**src/rtl/apb_pkg.sv**
```systemverilog
// Shared definitions for the APB master bridge: default bus widths,
// the bridge FSM state type and the slave-decode helper.
package apb_pkg;

  localparam int APB_AW = 9;
  localparam int APB_DW = 8;

  typedef enum logic [1:0] {
    IDLE   = 2'd0,
    SETUP  = 2'd1,
    ACCESS = 2'd2
  } apb_state_e;

  // Slave index from an address: 0 -> slave 1, 1 -> slave 2 (address MSB).
  function automatic logic slave_idx(input logic [APB_AW-1:0] addr);
    return addr[APB_AW-1];
  endfunction

endpackage

```
**src/rtl/apb_if.sv**
```systemverilog
// Request-side and APB-side signal bundle of the bridge.
// master: the bridge's view; slave: the view of whatever drives requests
// and models the two APB slaves.
interface apb_if #(
  parameter int AW = 9,
  parameter int DW = 8
) ();
  // request bus
  logic          i_ptransfer;
  logic          i_pwrite;
  logic [AW-1:0] i_pwaddr;
  logic [DW-1:0] i_pwdata;
  logic [AW-1:0] i_praddr;
  logic [DW-1:0] o_prdata;
  logic          o_pslverr;
  logic          o_done;
  // APB bus
  logic [AW-1:0] o_paddr;
  logic          o_pwrite;
  logic [DW-1:0] o_pwdata;
  logic          o_psel1;
  logic          o_psel2;
  logic          o_penable;
  logic          i_pready;
  logic [DW-1:0] i_prdata1;
  logic [DW-1:0] i_prdata2;
  logic          i_pslverr;

  modport master (
    input  i_ptransfer, i_pwrite, i_pwaddr, i_pwdata, i_praddr,
    input  i_pready, i_prdata1, i_prdata2, i_pslverr,
    output o_prdata, o_pslverr, o_done,
    output o_paddr, o_pwrite, o_pwdata, o_psel1, o_psel2, o_penable
  );

  modport slave (
    output i_ptransfer, i_pwrite, i_pwaddr, i_pwdata, i_praddr,
    output i_pready, i_prdata1, i_prdata2, i_pslverr,
    input  o_prdata, o_pslverr, o_done,
    input  o_paddr, o_pwrite, o_pwdata, o_psel1, o_psel2, o_penable
  );
endinterface

```
**src/rtl/apb_timeout_ctr.sv**
```systemverilog
// ACCESS wait-state counter. Cleared while the bridge is in SETUP, counts
// every wait cycle; 'expired' flags the wait cycle that would bring the
// count up to LIMIT, so the bridge can force completion on that edge.
module apb_timeout_ctr #(
  parameter int LIMIT = 16
) (
  input  logic pclk,
  input  logic presetn,
  input  logic clear,
  input  logic inc,
  output logic expired
);
  localparam int CW = $clog2(LIMIT + 1);

  logic [CW-1:0] count_reg;

  // Wait-cycle count, restarted for every transfer.
  always_ff @(posedge pclk or negedge presetn) begin
    if (!presetn) begin
      count_reg <= '0;
    end else if (clear) begin
      count_reg <= '0;
    end else if (inc) begin
      count_reg <= count_reg + 1'b1;
    end
  end

  assign expired = inc && (count_reg == CW'(LIMIT - 1));
endmodule

```
**src/rtl/apb_master_bridge.sv**
```systemverilog
// APB3 master bridge: turns single-cycle transfer requests into
// SETUP/ACCESS cycles toward two slaves decoded from the address MSB.
// Optional feature: define APB_TIMEOUT_EN to bound ACCESS wait states to
// TIMEOUT_CYC; a timed-out transfer completes with o_pslverr=1.
module apb_master_bridge
  import apb_pkg::*;
#(
  parameter int AW          = APB_AW,
  parameter int DW          = APB_DW,
  parameter int TIMEOUT_CYC = 16
) (
  input  logic   pclk,
  input  logic   presetn,
  apb_if.master  bus
);
  apb_state_e    state_reg;
  logic [AW-1:0] paddr_reg;
  logic          pwrite_reg;
  logic [DW-1:0] pwdata_reg;
  logic          psel1_reg;
  logic          psel2_reg;
  logic          penable_reg;
  logic [DW-1:0] prdata_reg;
  logic          pslverr_reg;
  logic          done_reg;

  logic          timed_out;
  logic          complete;
  logic          take_req;
  logic [AW-1:0] req_addr;
  logic          req_slave;

`ifdef APB_TIMEOUT_EN
  logic expired;

  apb_timeout_ctr #(
    .LIMIT (TIMEOUT_CYC)
  ) u_timeout (
    .pclk    (pclk),
    .presetn (presetn),
    .clear   (state_reg == SETUP),
    .inc     ((state_reg == ACCESS) && !bus.i_pready),
    .expired (expired)
  );

  assign timed_out = expired;
`else
  // Without the timeout the limit has no meaning; keep it referenced.
  logic unused_timeout_cfg;
  assign unused_timeout_cfg = (TIMEOUT_CYC != 0);
  assign timed_out = 1'b0;
`endif

  assign complete  = (state_reg == ACCESS) && (bus.i_pready || timed_out);
  // A new request is only sampled when idle or on the completing edge.
  assign take_req  = bus.i_ptransfer && ((state_reg == IDLE) || complete);
  assign req_addr  = bus.i_pwrite ? bus.i_pwaddr : bus.i_praddr;
  assign req_slave = slave_idx(req_addr);

  // Bridge FSM with all bus and status outputs registered.
  always_ff @(posedge pclk or negedge presetn) begin
    if (!presetn) begin
      state_reg   <= IDLE;
      paddr_reg   <= '0;
      pwrite_reg  <= 1'b0;
      pwdata_reg  <= '0;
      psel1_reg   <= 1'b0;
      psel2_reg   <= 1'b0;
      penable_reg <= 1'b0;
      prdata_reg  <= '0;
      pslverr_reg <= 1'b0;
      done_reg    <= 1'b0;
    end else begin
      done_reg <= 1'b0;
      case (state_reg)
        IDLE: ;
        SETUP: begin
          penable_reg <= 1'b1;
          state_reg   <= ACCESS;
        end
        ACCESS: begin
          if (complete) begin
            done_reg    <= 1'b1;
            penable_reg <= 1'b0;
            psel1_reg   <= 1'b0;
            psel2_reg   <= 1'b0;
            state_reg   <= IDLE;
            if (timed_out) begin
              pslverr_reg <= 1'b1;
            end else begin
              pslverr_reg <= bus.i_pslverr;
              if (!pwrite_reg) begin
                prdata_reg <= slave_idx(paddr_reg) ? bus.i_prdata2 : bus.i_prdata1;
              end
            end
          end
        end
        default: state_reg <= IDLE;
      endcase
      // Capture overrides the drop above, so psel stays up when the
      // next transfer targets the same slave.
      if (take_req) begin
        paddr_reg  <= req_addr;
        pwrite_reg <= bus.i_pwrite;
        pwdata_reg <= bus.i_pwdata;
        psel1_reg  <= !req_slave;
        psel2_reg  <= req_slave;
        state_reg  <= SETUP;
      end
    end
  end

  assign bus.o_paddr   = paddr_reg;
  assign bus.o_pwrite  = pwrite_reg;
  assign bus.o_pwdata  = pwdata_reg;
  assign bus.o_psel1   = psel1_reg;
  assign bus.o_psel2   = psel2_reg;
  assign bus.o_penable = penable_reg;
  assign bus.o_prdata  = prdata_reg;
  assign bus.o_pslverr = pslverr_reg;
  assign bus.o_done    = done_reg;
endmodule
```
**src/flat_wrapper.sv**
```systemverilog
// flat-port wrapper written by rule: the top's interface ports become plain ports
module apb_master_bridge_flat import apb_pkg::*;
#(
  parameter int AW          = APB_AW,
  parameter int DW          = APB_DW,
  parameter int TIMEOUT_CYC = 16
)
  (pclk, presetn, bus_i_ptransfer, bus_i_pwrite, bus_i_pwaddr, bus_i_pwdata, bus_i_praddr, bus_i_pready, bus_i_prdata1, bus_i_prdata2, bus_i_pslverr, bus_o_prdata, bus_o_pslverr, bus_o_done, bus_o_paddr, bus_o_pwrite, bus_o_pwdata, bus_o_psel1, bus_o_psel2, bus_o_penable);
  apb_if #(.AW(AW), .DW(DW)) bus_i ();
  input  logic pclk;
  input  logic presetn;
  input wire logic [$bits(bus_i.i_ptransfer)-1:0] bus_i_ptransfer;
  input wire logic [$bits(bus_i.i_pwrite)-1:0] bus_i_pwrite;
  input wire logic [$bits(bus_i.i_pwaddr)-1:0] bus_i_pwaddr;
  input wire logic [$bits(bus_i.i_pwdata)-1:0] bus_i_pwdata;
  input wire logic [$bits(bus_i.i_praddr)-1:0] bus_i_praddr;
  input wire logic [$bits(bus_i.i_pready)-1:0] bus_i_pready;
  input wire logic [$bits(bus_i.i_prdata1)-1:0] bus_i_prdata1;
  input wire logic [$bits(bus_i.i_prdata2)-1:0] bus_i_prdata2;
  input wire logic [$bits(bus_i.i_pslverr)-1:0] bus_i_pslverr;
  output wire logic [$bits(bus_i.o_prdata)-1:0] bus_o_prdata;
  output wire logic [$bits(bus_i.o_pslverr)-1:0] bus_o_pslverr;
  output wire logic [$bits(bus_i.o_done)-1:0] bus_o_done;
  output wire logic [$bits(bus_i.o_paddr)-1:0] bus_o_paddr;
  output wire logic [$bits(bus_i.o_pwrite)-1:0] bus_o_pwrite;
  output wire logic [$bits(bus_i.o_pwdata)-1:0] bus_o_pwdata;
  output wire logic [$bits(bus_i.o_psel1)-1:0] bus_o_psel1;
  output wire logic [$bits(bus_i.o_psel2)-1:0] bus_o_psel2;
  output wire logic [$bits(bus_i.o_penable)-1:0] bus_o_penable;
  assign bus_i.i_ptransfer = bus_i_ptransfer;
  assign bus_i.i_pwrite = bus_i_pwrite;
  assign bus_i.i_pwaddr = bus_i_pwaddr;
  assign bus_i.i_pwdata = bus_i_pwdata;
  assign bus_i.i_praddr = bus_i_praddr;
  assign bus_i.i_pready = bus_i_pready;
  assign bus_i.i_prdata1 = bus_i_prdata1;
  assign bus_i.i_prdata2 = bus_i_prdata2;
  assign bus_i.i_pslverr = bus_i_pslverr;
  assign bus_o_prdata = bus_i.o_prdata;
  assign bus_o_pslverr = bus_i.o_pslverr;
  assign bus_o_done = bus_i.o_done;
  assign bus_o_paddr = bus_i.o_paddr;
  assign bus_o_pwrite = bus_i.o_pwrite;
  assign bus_o_pwdata = bus_i.o_pwdata;
  assign bus_o_psel1 = bus_i.o_psel1;
  assign bus_o_psel2 = bus_i.o_psel2;
  assign bus_o_penable = bus_i.o_penable;
  apb_master_bridge #(.AW(AW), .DW(DW), .TIMEOUT_CYC(TIMEOUT_CYC)) u_core (.pclk(pclk), .presetn(presetn), .bus(bus_i));
endmodule
```
**config.mk**
```make
export PLATFORM = sky130hd
export DESIGN_NAME = apb_master_bridge_flat
export DESIGN_NICKNAME = d
export VERILOG_FILES = /design/src/rtl/apb_pkg.sv /design/src/rtl/apb_if.sv /design/src/rtl/apb_timeout_ctr.sv /design/src/rtl/apb_master_bridge.sv /design/src/flat_wrapper.sv
export SDC_FILE = /design/constraint.sdc
export NUM_CORES = 1
export LEC_CHECK = 0
export BUFFER_PORTS_ARGS = -buffer_cell sky130_fd_sc_hd__buf_4
export CAP_MARGIN = 20
export CORE_UTILIZATION = 30
export CTS_BUF_LIST = sky130_fd_sc_hd__clkbuf_4 sky130_fd_sc_hd__clkbuf_8
export DETAILED_ROUTE_END_ITERATION = 12
export GPL_TIMING_DRIVEN = 0
export RECOVER_POWER = 25
export SKIP_LAST_GASP = 1
export SYNTH_ARGS = -nofsm -noshare
export SYNTH_HDL_FRONTEND = slang
export SYNTH_SLANG_ARGS = --single-unit
```
**constraint.sdc**
```tcl
create_clock -name pclk -period 1.6 [get_ports pclk]
set_input_delay 0.24 -clock pclk [delete_from_list [all_inputs] [get_ports pclk]]
set_output_delay 0.24 -clock pclk [all_outputs]
set_load 0.01 [all_outputs]
```
### Word-level counts from Yosys, hierarchy flattened

Cells that the tools add are included.

| storage, ports and cells | value |
|---|---|
| output and inout bits | 31 |
| input port bits | 48 |
| word-level logic and storage cells | 41 |
| flip-flop bits (word level) | 33 |

| cells by class | value |
|---|---|
| eq/ne operators | 5 |
| reductions and logical operators | 13 |
| multiplexer cells | 12 |
| bitwise gates (word level) | 1 |

Operator list:

| operator | count |
|---|---|
| 9-bit 2-to-1 mux | 1 |
| 8-bit 2-to-1 mux | 1 |
| 2-bit AND reduction | 4 |
| 1-bit 2-to-1 mux | 6 |
| 2-bit one-hot mux with 3 select lines | 1 |
| 2-bit nonzero test | 3 |
| 2-bit 2-to-1 mux | 2 |
| 2-bit by 1-bit != test with 1-bit output (second input constant) | 2 |
| 3-bit by 1-bit != test with 1-bit output (second input constant) | 1 |
| 3-bit AND reduction | 1 |
| 2-bit by 1-bit equality test with 1-bit output (second input constant) | 1 |
| 2-bit equality test (second input constant) | 1 |
| 1-bit logical AND | 2 |
| 2-bit zero test | 1 |
| 1-bit one-hot mux with 2 select lines | 1 |
| 1-bit zero test | 1 |
| 1-bit logical OR | 1 |
| 1-bit inverter | 1 |

### Logic depth before layout (Yosys ltp)

| logic depth | value |
|---|---|
| depth after elaboration | 6 |
| mapped depth | 5 |
| gate-level depth less buffers | 3 |

### Least setup slack after synthesis

OpenSTA, ideal clock, no wires.

| timing | value |
|---|---|
| path kind | flip-flop to flip-flop |
| from | register u_core.state_reg[1] |
| to | register u_core.pwdata_reg[0] (netlist: u_core.bus.o_pwdata[0]) |
| data arrival time | 1,198 ps |
| setup slack | 277 ps |
| path buffers | 1 |
| clock period less this slack | 1,323 ps |
| stages on the path, launching flop included | 5 |
| setup time | 125 ps |
| data required time | 1,475 ps |
| cell sequence | dfrtp_1 -> and2b_1 -> nor2_1 -> buf_4 -> mux2_2 |

| on the way | value |
|---|---|
| word-level cells in the longest chain between the ends | 4 |
| elaborated cells between the ends (all ways) | 5 |
| those cells by class | eq/ne (1); reduce/logical (4) |

RTL lines:

| item | line | source |
|---|---|---|
| start: declaration | apb_master_bridge.sv:16 | `apb_state_e state_reg;` |
| start signal: assignment | apb_master_bridge.sv:63 | `state_reg <= IDLE;` |
| start signal: assignment | apb_master_bridge.sv:79 | `state_reg <= ACCESS;` |
| start signal: assignment | apb_master_bridge.sv:87 | `state_reg <= IDLE;` |
| 2-bit equality test | apb_master_bridge.sv:54 | `assign complete = (state_reg == ACCESS) && (bus.i_pready \|\| timed_out);` |
| 1-bit logical AND | apb_master_bridge.sv:54 |  |
| 1-bit logical OR (*) | apb_master_bridge.sv:56 | `assign take_req = bus.i_ptransfer && ((state_reg == IDLE) \|\| complete);` |
| 1-bit logical AND (*) | apb_master_bridge.sv:56 |  |
| end signal: assignment | apb_master_bridge.sv:105 | `pwdata_reg <= bus.i_pwdata;` |
| end: declaration | apb_master_bridge.sv:19 | `logic [DW-1:0] pwdata_reg;` |

Mark *: on every way between the ends. The rest lies on a longest branch, timed or not.
A chain may end at the register's enable or synchronous reset.

### Final worst setup path

| timing | value |
|---|---|
| from | register u_core.state_reg[1] |
| to | register u_core.paddr_reg[0] (netlist: u_core.bus.o_paddr[0]) |

| on the way | value |
|---|---|
| word-level cells in the longest chain between the ends | 4 |
| elaborated cells between the ends (all ways) | 5 |
| those cells by class | eq/ne (1); reduce/logical (4) |

RTL lines:

| item | line | source |
|---|---|---|
| 2-bit equality test | apb_master_bridge.sv:54 |  |
| 1-bit logical AND | apb_master_bridge.sv:54 |  |
| 1-bit logical OR (*) | apb_master_bridge.sv:56 |  |
| 1-bit logical AND (*) | apb_master_bridge.sv:56 |  |
| end signal: assignment | apb_master_bridge.sv:103 | `paddr_reg <= req_addr;` |
| end: declaration | apb_master_bridge.sv:17 | `logic [AW-1:0] paddr_reg;` |

Marks and branches as above.

==> impl_results.html <==
<table>
<tr><th>Metric</th><th>Value</th></tr>
<tr><th colspan="2">Run status</th></tr>
<tr><td>Outcome</td><td>complete, but fails checks</td></tr>
<tr><td>Failing checks</td><td>design-rule violations</td></tr>
<tr><th colspan="2">Critical path</th></tr>
<tr><td>Element type at the critical path end</td><td>register</td></tr>
<tr><td>Critical Path Source Type</td><td>register</td></tr>
<tr><td>Data arrival time of the critical path</td><td>1.63 ns</td></tr>
<tr><td>Logic depth of the worst register-to-register path</td><td>4</td></tr>
<tr><td>CP required</td><td>1.77 ns</td></tr>
<tr><td>Maximum fanout count along the critical path</td><td>10</td></tr>
<tr><td>WS Path Type</td><td>register to register</td></tr>
<tr><th colspan="2">Die</th></tr>
<tr><td>Rows</td><td>24</td></tr>
<tr><td>Total die area</td><td>5077 µm²</td></tr>
<tr><td>Ports</td><td>79</td></tr>
<tr><td>Placeable core region</td><td>4474 µm²</td></tr>
<tr><td>DIE WIDTH</td><td>71.26 µm</td></tr>
<tr><td>Starting utilization of the core area</td><td>32.16%</td></tr>
<tr><td>Die height</td><td>71.26 µm</td></tr>
<tr><th colspan="2">Min path</th></tr>
<tr><td>Number of stages on the worst hold path</td><td>2</td></tr>
<tr><td>Path category of the worst min-delay check</td><td>input pin to register</td></tr>
<tr><th colspan="2">Clock network</th></tr>
<tr><td>Clock tree from TritonCTS</td><td>yes</td></tr>
<tr><td>Buffers from clock root to sink, at most</td><td>2</td></tr>
<tr><td>Clock insertion delay at the later pin of the skew report</td><td>0.28 ns</td></tr>
<tr><td>TritonCTS Buffers</td><td>5</td></tr>
<tr><td>CTS Root Cell</td><td>clkbuf_8</td></tr>
<tr><td>Clock net sink count</td><td>33</td></tr>
<tr><td>H-tree depth</td><td>2</td></tr>
<tr><td>Clock-pin slew of the registers on the worst-case setup and hold paths</td><td>0.07 ns</td></tr>
<tr><th colspan="2">Logic synthesis</th></tr>
<tr><td>Cells after Synth</td><td>108</td></tr>
<tr><td>Mapped Nets</td><td>156</td></tr>
<tr><td>Yosys cell types</td><td>17</td></tr>
<tr><td>Dominant cell type by area after synthesis</td><td>dfrtp_1</td></tr>
<tr><td>Synth Cell Area</td><td>1439 µm²</td></tr>
<tr><td>Register area share after synthesis</td><td>57.39%</td></tr>
<tr><td>Dominant cells by area after synthesis</td><td>dfrtp_1 (57%), mux2_2 (21%), mux2i_1 (6.3%), a21oi_1 (3.5%), nor2_1 (2.6%)</td></tr>
<tr><td>Top-area cell type share of the netlist area</td><td>57.39%</td></tr>
<tr><td>Flip-flop and latch count after synthesis</td><td>33</td></tr>
<tr><td>Mean post-synth cell area</td><td>13.32 µm²</td></tr>
<tr><td>Yosys warns</td><td>0</td></tr>
<tr><th colspan="2">STA</th></tr>
<tr><td>Number of pins exceeding their max-slew limit in the final report</td><td>0</td></tr>
<tr><td>Transition at the pin with the smallest max-transition slack</td><td>0.8106 ns</td></tr>
<tr><td>Worst slew margin</td><td>45.96%</td></tr>
<tr><td>Unrepaired setup endpoints after global routing</td><td>false</td></tr>
<tr><td>Final count of negative-setup-slack endpoints</td><td>0</td></tr>
<tr><td>Fin. Hold Viols</td><td>0</td></tr>
<tr><td>Clock tree skew after final layout</td><td>0.002625 ns</td></tr>
<tr><td>Aggregate negative setup slack</td><td>0 ns</td></tr>
<tr><td>Maximum clock frequency</td><td>0.6839 GHz</td></tr>
<tr><td>Fraction of the cycle the final worst path needs</td><td>91.38%</td></tr>
<tr><td>Final min period</td><td>1.462 ns</td></tr>
<tr><th colspan="2">Layout</th></tr>
<tr><td>Total of fill cells in the finished design</td><td>411</td></tr>
<tr><td>Number of diodes</td><td>0</td></tr>
<tr><td>Final Instance Area</td><td>2191 µm²</td></tr>
<tr><td>Synthesis-to-layout area growth</td><td>52.26%</td></tr>
<tr><td>Post-route insts no fill</td><td>246</td></tr>
<tr><td>Flip-flop count of the largest register after layout</td><td>9</td></tr>
<tr><td>Number of nets in the finished design</td><td>241</td></tr>
<tr><td>Share of cells above drive strength 1</td><td>61.86%</td></tr>
<tr><th colspan="2">Global route</th></tr>
<tr><td>Antenna violations before repair</td><td>0</td></tr>
<tr><td>Largest net degree at the start of global routing</td><td>34</td></tr>
<tr><td>Global route overflow</td><td>0</td></tr>
<tr><td>GRT Resource Usage Total</td><td>14.44%</td></tr>
<tr><td>Via count of the first global-routing pass</td><td>1213</td></tr>
<tr><td>First-pass GRT wire length</td><td>5.554 mm</td></tr>
<tr><th colspan="2">Placed design</th></tr>
<tr><td>Placer Congestion</td><td>0.7077</td></tr>
<tr><td>Count of placed standard cells including taps</td><td>237</td></tr>
<tr><td>Number of port buffers</td><td>77</td></tr>
<tr><td>Post-detailed-placement half-perimeter wirelength</td><td>2.589 mm</td></tr>
<tr><td>Post-Place Cell Area</td><td>2082 µm²</td></tr>
<tr><th colspan="2">Power and ir drop</th></tr>
<tr><td>Leak</td><td>1.086 nW</td></tr>
<tr><td>Total power after layout</td><td>0.003148 W</td></tr>
<tr><td>Power density over cell area</td><td>1437 nW/µm²</td></tr>
<tr><td>Maximum vdd drop</td><td>0.0005877 V</td></tr>
<tr><th colspan="2">Detailed routing</th></tr>
<tr><td>DRC</td><td>6</td></tr>
<tr><td>Via density per instance</td><td>4.520</td></tr>
<tr><td>Post-route antenna net violation count</td><td>0</td></tr>
<tr><td>Iteration-0 DRC Markers</td><td>20</td></tr>
<tr><td>Router iterations before antenna repair</td><td>7</td></tr>
<tr><td>Total via count in the routed design</td><td>1112</td></tr>
<tr><td>Wirelength per Cell</td><td>13.32 µm</td></tr>
<tr><td>Overall routed net length</td><td>3.277 mm</td></tr>
<tr><th colspan="2">Run</th></tr>
<tr><td># Max-Cap Violations</td><td>0</td></tr>
</table>
where the power goes:
group	switching (W)	internal [W]
clock	0.000289	0.000388
combinational	0.000492	0.000688
sequential	0.000164	0.00113
total	0.000946	0.00220
per-stage QoR:
| stage | setup slack [ns] | hold WS [ns] | util [%] |
|---|---|---|---|
| after floorplan | 0.2775 | -0.05559 | - |
| after global placement | 0.1755 | 0.2049 | 46.53 |
| after detailed placement | 0.1423 | 0.2093 | 46.53 |
| after CTS | 0.1273 | 0.1783 | 49.02 |
| after global routing | 0.05595 | 0.1779 | 48.97 |
| final | 0.1379 | 0.1885 | 48.97 |
routing by layer:
metal  wire length [µm]  global-route usage (%)  share of wire [%]  vias up
li1                   -                       -                  -      540
met3                316                   4.923                9.6        5
met2               1684                   24.87                 51       53
met1               1207                   16.12                 37      514
met5                  0                       0                  0        -
met4                 69                   6.667                2.1        0
worst max-delay path, stage by stage, from the launching register on:
cell	delay, ns
dfrtp_1	0.42
and2b_1	0.21
nor2_1	0.15
buf_4	0.21
mux2_2	0.35
cells by family (layout without fill, tap and decap cells):
logic type	after synthesis	after routing	synth area share, %
AO/OA/AOI/OAI	14	14	5.044
buffers and inverters	9	95	4.000
flip-flops	33	33	57.39
multiplexers	37	37	28.43
AND/OR/NAND/NOR	15	15	5.131
path summary, 6_finish.rpt:
kind | startpoint | end | slack, ns
max in group asynchronous | presetn | u_core.bus.o_pwrite | 0.51
hold / removal | bus_i_pwdata[6] | u_core.bus.o_pwdata[6] | 0.19
setup reg to reg | u_core.state_reg[1] | u_core.bus.o_paddr[0] | 0.14
min in group asynchronous | presetn | u_core.bus.o_paddr[8] | 0.58
hold reg to reg | u_core.bus.o_paddr[3] | u_core.bus.o_paddr[3] | 0.51
setup / recovery | u_core.state_reg[1] | u_core.bus.o_paddr[0] | 0.14
final cells by class:
class                   count  area (µm²)  share of cell area [%]
clock inverters             1       5.005                  0.2284
well taps                  52       65.06                   2.970
plain buffers               6       46.29                   2.113
clock buffers               7       96.34                   4.397
multi-input cells          66       555.5                   25.36
inverters                   3       11.26                  0.5140
flip-flops and latches     33       825.8                   37.69
repair buffers             78       585.6                   26.73
synth_stat cells (all sizes together):
| cell | count |
|---|---|
| mux2i | 9 |
| nand2b | 1 |
| buf | 5 |
| inv | 3 |
| o21ai | 3 |
| or3 | 1 |
| nor2 | 10 |
| nand2 | 1 |
| a21oi | 10 |
| o21a | 1 |
| mux2 | 28 |
| clkbuf | 1 |
| dfrtp | 33 |
| and2b | 1 |
| and4bb | 1 |
what timing repair did:
action	in CTS	in global routing
buffers inserted	0	0
hold buffers	1	0
hold endpoints to repair	33	0
resized for setup	0	0
layout by cell type, fill, tap and decap left out:
master	netlist	final
buf_4	4	80
dfrtp_1	33	33
mux2_2	27	27
nor2_1	10	10
a21oi_1	10	10
mux2i_1	9	9
clkbuf_8	0	7
o21ai_0	3	3
inv_1	3	3
clkbuf_2	1	2
nand2_1	1	1
buf_6	1	1
and2b_1	1	1
nand2b_1	1	1
and4bb_2	1	1
mux2_4	1	1
or3_1	1	1
o21a_1	1	1
clkinv_2	0	1
dlygate4sd3_1	0	1
Note: power is estimated with default switching activity, not from simulation.
